--- src/rtl/rf_write_arbiter.sv ---
// rf_write_arbiter: merges register-file writes from the writeback stage
// (requester 0) and the multi-cycle mult/div unit (requester 1) onto the
// single register-file write port. Each requester owns a one-entry buffer.
// When both buffers are occupied, the requester that did not win the
// previous collision wins. Writes to register 0 are drained without
// asserting the write strobe.
module rf_write_arbiter #(
    parameter int DATA_W = 32,
    parameter int ADDR_W = 5
) (
    input  logic              clk,
    input  logic              reset,
    input  logic              req0_valid,
    input  logic [ADDR_W-1:0] req0_index,
    input  logic [DATA_W-1:0] req0_data,
    output logic              req0_ready,
    input  logic              req1_valid,
    input  logic [ADDR_W-1:0] req1_index,
    input  logic [DATA_W-1:0] req1_data,
    output logic              req1_ready,
    output logic              writeEnable,
    output logic [ADDR_W-1:0] index,
    output logic [DATA_W-1:0] valueInput,
    output logic              grant_id,
    output logic              collide
);

    // Requester buffers.
    logic              full0_q, full1_q;
    logic [ADDR_W-1:0] idx0_q, idx1_q;
    logic [DATA_W-1:0] dat0_q, dat1_q;

    // Arbitration history: identity of the winner of the last collision.
    logic              last_grant_q;

    // Registered write-port outputs.
    logic              we_q;
    logic [ADDR_W-1:0] index_q;
    logic [DATA_W-1:0] value_q;
    logic              gid_q;
    logic              collide_q;

    // Combinational arbitration and buffer next-state.
    logic              both_s;
    logic              gnt_any_s;
    logic              gnt_id_s;
    logic [ADDR_W-1:0] gnt_idx_s;
    logic [DATA_W-1:0] gnt_dat_s;
    logic              acc0_s, acc1_s;
    logic              full0_d, full1_d;

    // Pick the buffer to drain this cycle and derive buffer next-state.
    always_comb begin
        both_s    = full0_q & full1_q;
        gnt_any_s = full0_q | full1_q;
        if (both_s) begin
            gnt_id_s = ~last_grant_q;
        end else if (full1_q) begin
            gnt_id_s = 1'b1;
        end else begin
            gnt_id_s = 1'b0;
        end
        if (gnt_id_s) begin
            gnt_idx_s = idx1_q;
            gnt_dat_s = dat1_q;
        end else begin
            gnt_idx_s = idx0_q;
            gnt_dat_s = dat0_q;
        end
        // Ready is simply "buffer empty", so a buffer drained on this edge
        // cannot be refilled until the following edge.
        acc0_s = req0_valid & ~full0_q;
        acc1_s = req1_valid & ~full1_q;
        if (full0_q) begin
            full0_d = ~(gnt_any_s & ~gnt_id_s);
        end else begin
            full0_d = req0_valid;
        end
        if (full1_q) begin
            full1_d = ~(gnt_any_s & gnt_id_s);
        end else begin
            full1_d = req1_valid;
        end
    end

    // Buffer capture, arbitration history and registered write port.
    always_ff @(posedge clk) begin
        if (reset) begin
            full0_q      <= 1'b0;
            full1_q      <= 1'b0;
            idx0_q       <= {ADDR_W{1'b0}};
            idx1_q       <= {ADDR_W{1'b0}};
            dat0_q       <= {DATA_W{1'b0}};
            dat1_q       <= {DATA_W{1'b0}};
            last_grant_q <= 1'b1;
            we_q         <= 1'b0;
            index_q      <= {ADDR_W{1'b0}};
            value_q      <= {DATA_W{1'b0}};
            gid_q        <= 1'b0;
            collide_q    <= 1'b0;
        end else begin
            full0_q <= full0_d;
            full1_q <= full1_d;
            if (acc0_s) begin
                idx0_q <= req0_index;
                dat0_q <= req0_data;
            end
            if (acc1_s) begin
                idx1_q <= req1_index;
                dat1_q <= req1_data;
            end
            // Only a genuine collision moves the round-robin pointer.
            if (both_s) begin
                last_grant_q <= gnt_id_s;
            end
            collide_q <= both_s;
            // Register 0 is hard-wired to zero: drain it silently.
            we_q <= gnt_any_s && (gnt_idx_s != {ADDR_W{1'b0}});
            if (gnt_any_s) begin
                index_q <= gnt_idx_s;
                value_q <= gnt_dat_s;
                gid_q   <= gnt_id_s;
            end
        end
    end

    assign req0_ready  = ~full0_q;
    assign req1_ready  = ~full1_q;
    assign writeEnable = we_q;
    assign index       = index_q;
    assign valueInput  = value_q;
    assign grant_id    = gid_q;
    assign collide     = collide_q;

endmodule

--- config.mk ---
export PLATFORM = sky130hd
export DESIGN_NAME = rf_write_arbiter
export DESIGN_NICKNAME = d
export VERILOG_FILES = /design/src/rtl/rf_write_arbiter.sv
export SDC_FILE = /design/constraint.sdc
export NUM_CORES = 1
export LEC_CHECK = 0
export CORE_AREA = 3 3 116 118
export CTS_CLUSTER_SIZE = 24
export DETAILED_ROUTE_END_ITERATION = 12
export DIE_AREA = 0 0 119 121
export GPL_ROUTABILITY_DRIVEN = 1
export PLACE_DENSITY_LB_ADDON = 0.3
export SYNTH_ARGS = -nofsm -noshare
export SYNTH_HDL_FRONTEND = slang
export SYNTH_SLANG_ARGS = --single-unit
--- constraint.sdc ---
create_clock -name clk -period 4.2 [get_ports clk]
set_clock_uncertainty 0.1 [all_clocks]
set_input_delay 0.63 -clock clk [delete_from_list [all_inputs] [get_ports clk]]
set_output_delay 0.63 -clock clk [all_outputs]
set_load 0.05 [all_outputs]
==> results.txt <==
- Counting every instance in the synthesized netlist gives 527.
* Final slew viol count: 0
- STA classifies the critical path startpoint as a flip-flop.
* Maximum number of pins on one net before global-route repair: 118
* I/O pin cnt: 120
* Average footprint of a synthesized cell: 8.31 µm²
- At the placement stage, the worst setup path has a slack of 1660 ps.
- Number of antenna violations at the first check in global routing: 0
* Required time at the endpoint of the critical path: 3470 ps
* Maximum number of buffers from clock root to sink: 2
* Post-route setup slack: 1240 ps
- Final Cycle Share: 70.4%
- After floorplanning, the core was sized to cover 0.0126 mm².
- For hold timing, the worst endpoint is dat0_q[26]$_SDFFE_PP0P_.
* 1st-pass router iterations: 4
* CTS root buf: sky130_fd_sc_hd__clkbuf_16
- In this run the worst path has a maximum fanout of 40.
- Counting instances, the worst hold path has a depth of 2.
* Routed length per instance: 15.0 µm
* Max-cap violation count: 0
- Measured along the x axis, the die boundary spans 119 µm.
- The clock net in this run drives a total of 117 sinks.
* Category of the worst setup path capture point: output pin
* Count of cells along the worst register-to-register path: 3
- Total power density per cell area: 518 mW/mm²
- Summing all flip-flop and latch instances after layout gives 0.00234 mm².
- After synthesis the cells add up to 0.00438 mm².
* Share of the yosys chip area belonging to registers: 53.5%
- Clock-pin slew reported for the worst setup and hold paths after clock tree synthesis: 50 ps
- The endpoint identified for the worst register-to-register timing path is valueInput[7]$_SDFFE_PP0N_.
- Static leakage power: 2.34 nW
- Period minus WS final: 2960 ps
- After clock tree synthesis, the setup repair step added 0 buffers.
* Sum of routed wire length over all layers: 12,100 µm
- The hold violation total from the final report came to 0.
- Achievable Freq: 0.338 GHz
* Vias per cell: 4.91
- In this run, distinct cell masters in the synthesized netlist total 24.
- After the flow finishes, the layout carries non-filler instances totaling 808.
- The floorplan step defined a die boundary enclosing 0.0144 mm².
- RD Place Congestion: 0.773
* Count of port buffers added during placement: 119
- The die is 121 µm tall.
- TritonCTS built the clock tree.
* Initial core utilization: 34.9%
* Number of placement rows: 41
- Share of post-route cells with drive strength above 1: 11.3%
- The first global-routing pass estimated 19,800 µm of wire.
* Highest-count cells in the layout ignoring fill and taps: sky130_fd_sc_hd__nand2_1, sky130_fd_sc_hd__clkdlybuf4s50_1, sky130_fd_sc_hd__dfxtp_1, sky130_fd_sc_hd__a21oi_1, sky130_fd_sc_hd__nor2_1
- IR analysis of the VDD net gives a maximum drop of 0.227 mV.
- Final-layout fill cell count: 1,225
- Vias after detailed routing: 3,969
- Remaining design rule violation count: 0
- In this run the remaining antenna-violating nets after routing total 0.
* Leading post-synthesis cells by cell area: sky130_fd_sc_hd__dfxtp_1, sky130_fd_sc_hd__nand2_1, sky130_fd_sc_hd__a21oi_1
- The tightest min-delay check is of the flip-flop to flip-flop type.
- Clock insertion delay at the later pin of the skew report: 400 ps
- Yosys top cell area share: 53.5%
* Multi-input gate area in the final layout: 0.00184 mm²
* Tot GR Track Use: 17.3%
- Number of antenna repair diodes: 0
- When the netlist entered floorplanning its net count stood at 605.
- After the last flow step, the layout net total stands at 701.
- Gr ovfl total: 0
- The detailed router finished its first iteration with 316 violations.
- For the worst setup path, the data arrival time is 2230 ps.
- Via count of the first global-routing pass: 4,057
* Register-to-register setup slack: 1890 ps
* Worst min-delay path startpoint: dat0_q[26]$_SDFFE_PP0P_
- RSZ-0062 raised after global routing: false
* Yosys Warn Count: 0
* Area growth, synth to finish: 42.5%
- Commonest non-fill, non-tap cell in the layout: sky130_fd_sc_hd__nand2_1
- Post-CTS resize count: 0
- The H-tree was split into 4 levels.
- Pwr Total: 3.23 mW
- Start of the worst register-to-register path: full1_q$_SDFF_PP0_
- Buffers inserted during clock tree synthesis total 17.
- Counting flops and latches in the post-synthesis netlist gives 117.
* Count of hold-fix buffers inserted at cts: 0
* Remaining max-slew budget at the tightest pin: 21.0%
- CP Class: flip-flop to output pin
- The flow ran to the end, and the final reports show no timing, DRC or antenna violations.
- Summed over all failing endpoints, the final setup total negative slack is 0 ps.
- Top cell type by total area after synthesis: sky130_fd_sc_hd__dfxtp_1
- Summed over all nets, the half-perimeter wirelength after detailed placement is 7460 µm.
- Once placement completed, the tool counted placed cells totaling 776.
- Transition time of the tightest slew-check pin: 1190 ps
- Number of endpoints failing setup at the final stage: 0
-- area by class of cell --
class | count | share of cell area (%)
flip-flops and latches | 117 | 37.6
multi-input cells | 363 | 29.5
repair buffers | 122 | 19.4
clock buffers | 25 | 8.10
well taps | 172 | 3.45
clock inverters | 7 | 1.88
inverters | 2 | 0.120
-- critical path: stages (launching register included) --
cell and delay, ps:
sky130_fd_sc_hd__dfxtp_2 900, sky130_fd_sc_hd__inv_1 170, sky130_fd_sc_hd__clkdlybuf4s50_1 750
-- worst max-delay path by stage --
stage	startpoint	endpoint	slack (ps)
detailed placement	full1_q$_SDFF_PP0_	req1_ready	1660
finish	full1_q$_SDFF_PP0_	req1_ready	1240
global placement	full1_q$_SDFF_PP0_	req1_ready	1680
floorplan	full0_q$_SDFF_PP0_	req0_ready	2520
CTS	full1_q$_SDFF_PP0_	req1_ready	1220
global route	full1_q$_SDFF_PP0_	req1_ready	1120
-- metal layers --
metal	vias up	part of all wire [%]	global-route usage, %
li1	1986	-	-
met1	1861	45	21.1
met2	113	49	28.4
met3	9	4.7	5.03
met4	0	1.3	7.17
met5	-	0	0
-- cell usage after synthesis, drive strengths merged --
master / instances
a211oi: 6
a21bo: 1
a21boi: 1
a21oi: 83
buf: 32
clkbuf: 13
dfxtp: 117
inv: 2
nand2: 156
nand2b: 2
nand3: 1
nand3b: 1
nor2: 40
nor2b: 2
nor3: 33
nor4: 1
o21ai: 1
o221a: 31
or2: 2
or4: 2
-- sequential cells by signal (all words and copies together), names as in the netlist --
signal / flops
index: 5
dat1_q: 32
full0_q: 1
full1_q: 1
collide: 1
writeEnable: 1
grant_id: 1
idx0_q: 5
valueInput: 32
idx1_q: 5
dat0_q: 32
last_grant_q: 1
-- cells by family after synthesis --
| logic type | Yosys count | share of synthesized area [%] |
|---|---|---|
| buf+inv | 47 | 5.08 |
| flops | 117 | 53.5 |
| compound gates | 123 | 19.3 |
| simple gates | 240 | 22.2 |
-- power by group --
group,internal (mW),switching (mW)
Sequential,1.19,0.0526
Clock,1.01,0.486
Combinational,0.204,0.288
-- metrics by stage --
stage,hold slack (ps),instance area (µm²),utilization (%)
6_report,354,6240,49.7
5_1_grt,375,6240,49.7
4_1_cts,355,6240,49.7
3_5_place_dp,347,5620,44.7
3_3_place_gp,343,5620,44.7
2_1_floorplan,336,4380,-
(Power assumes the default switching activity.)
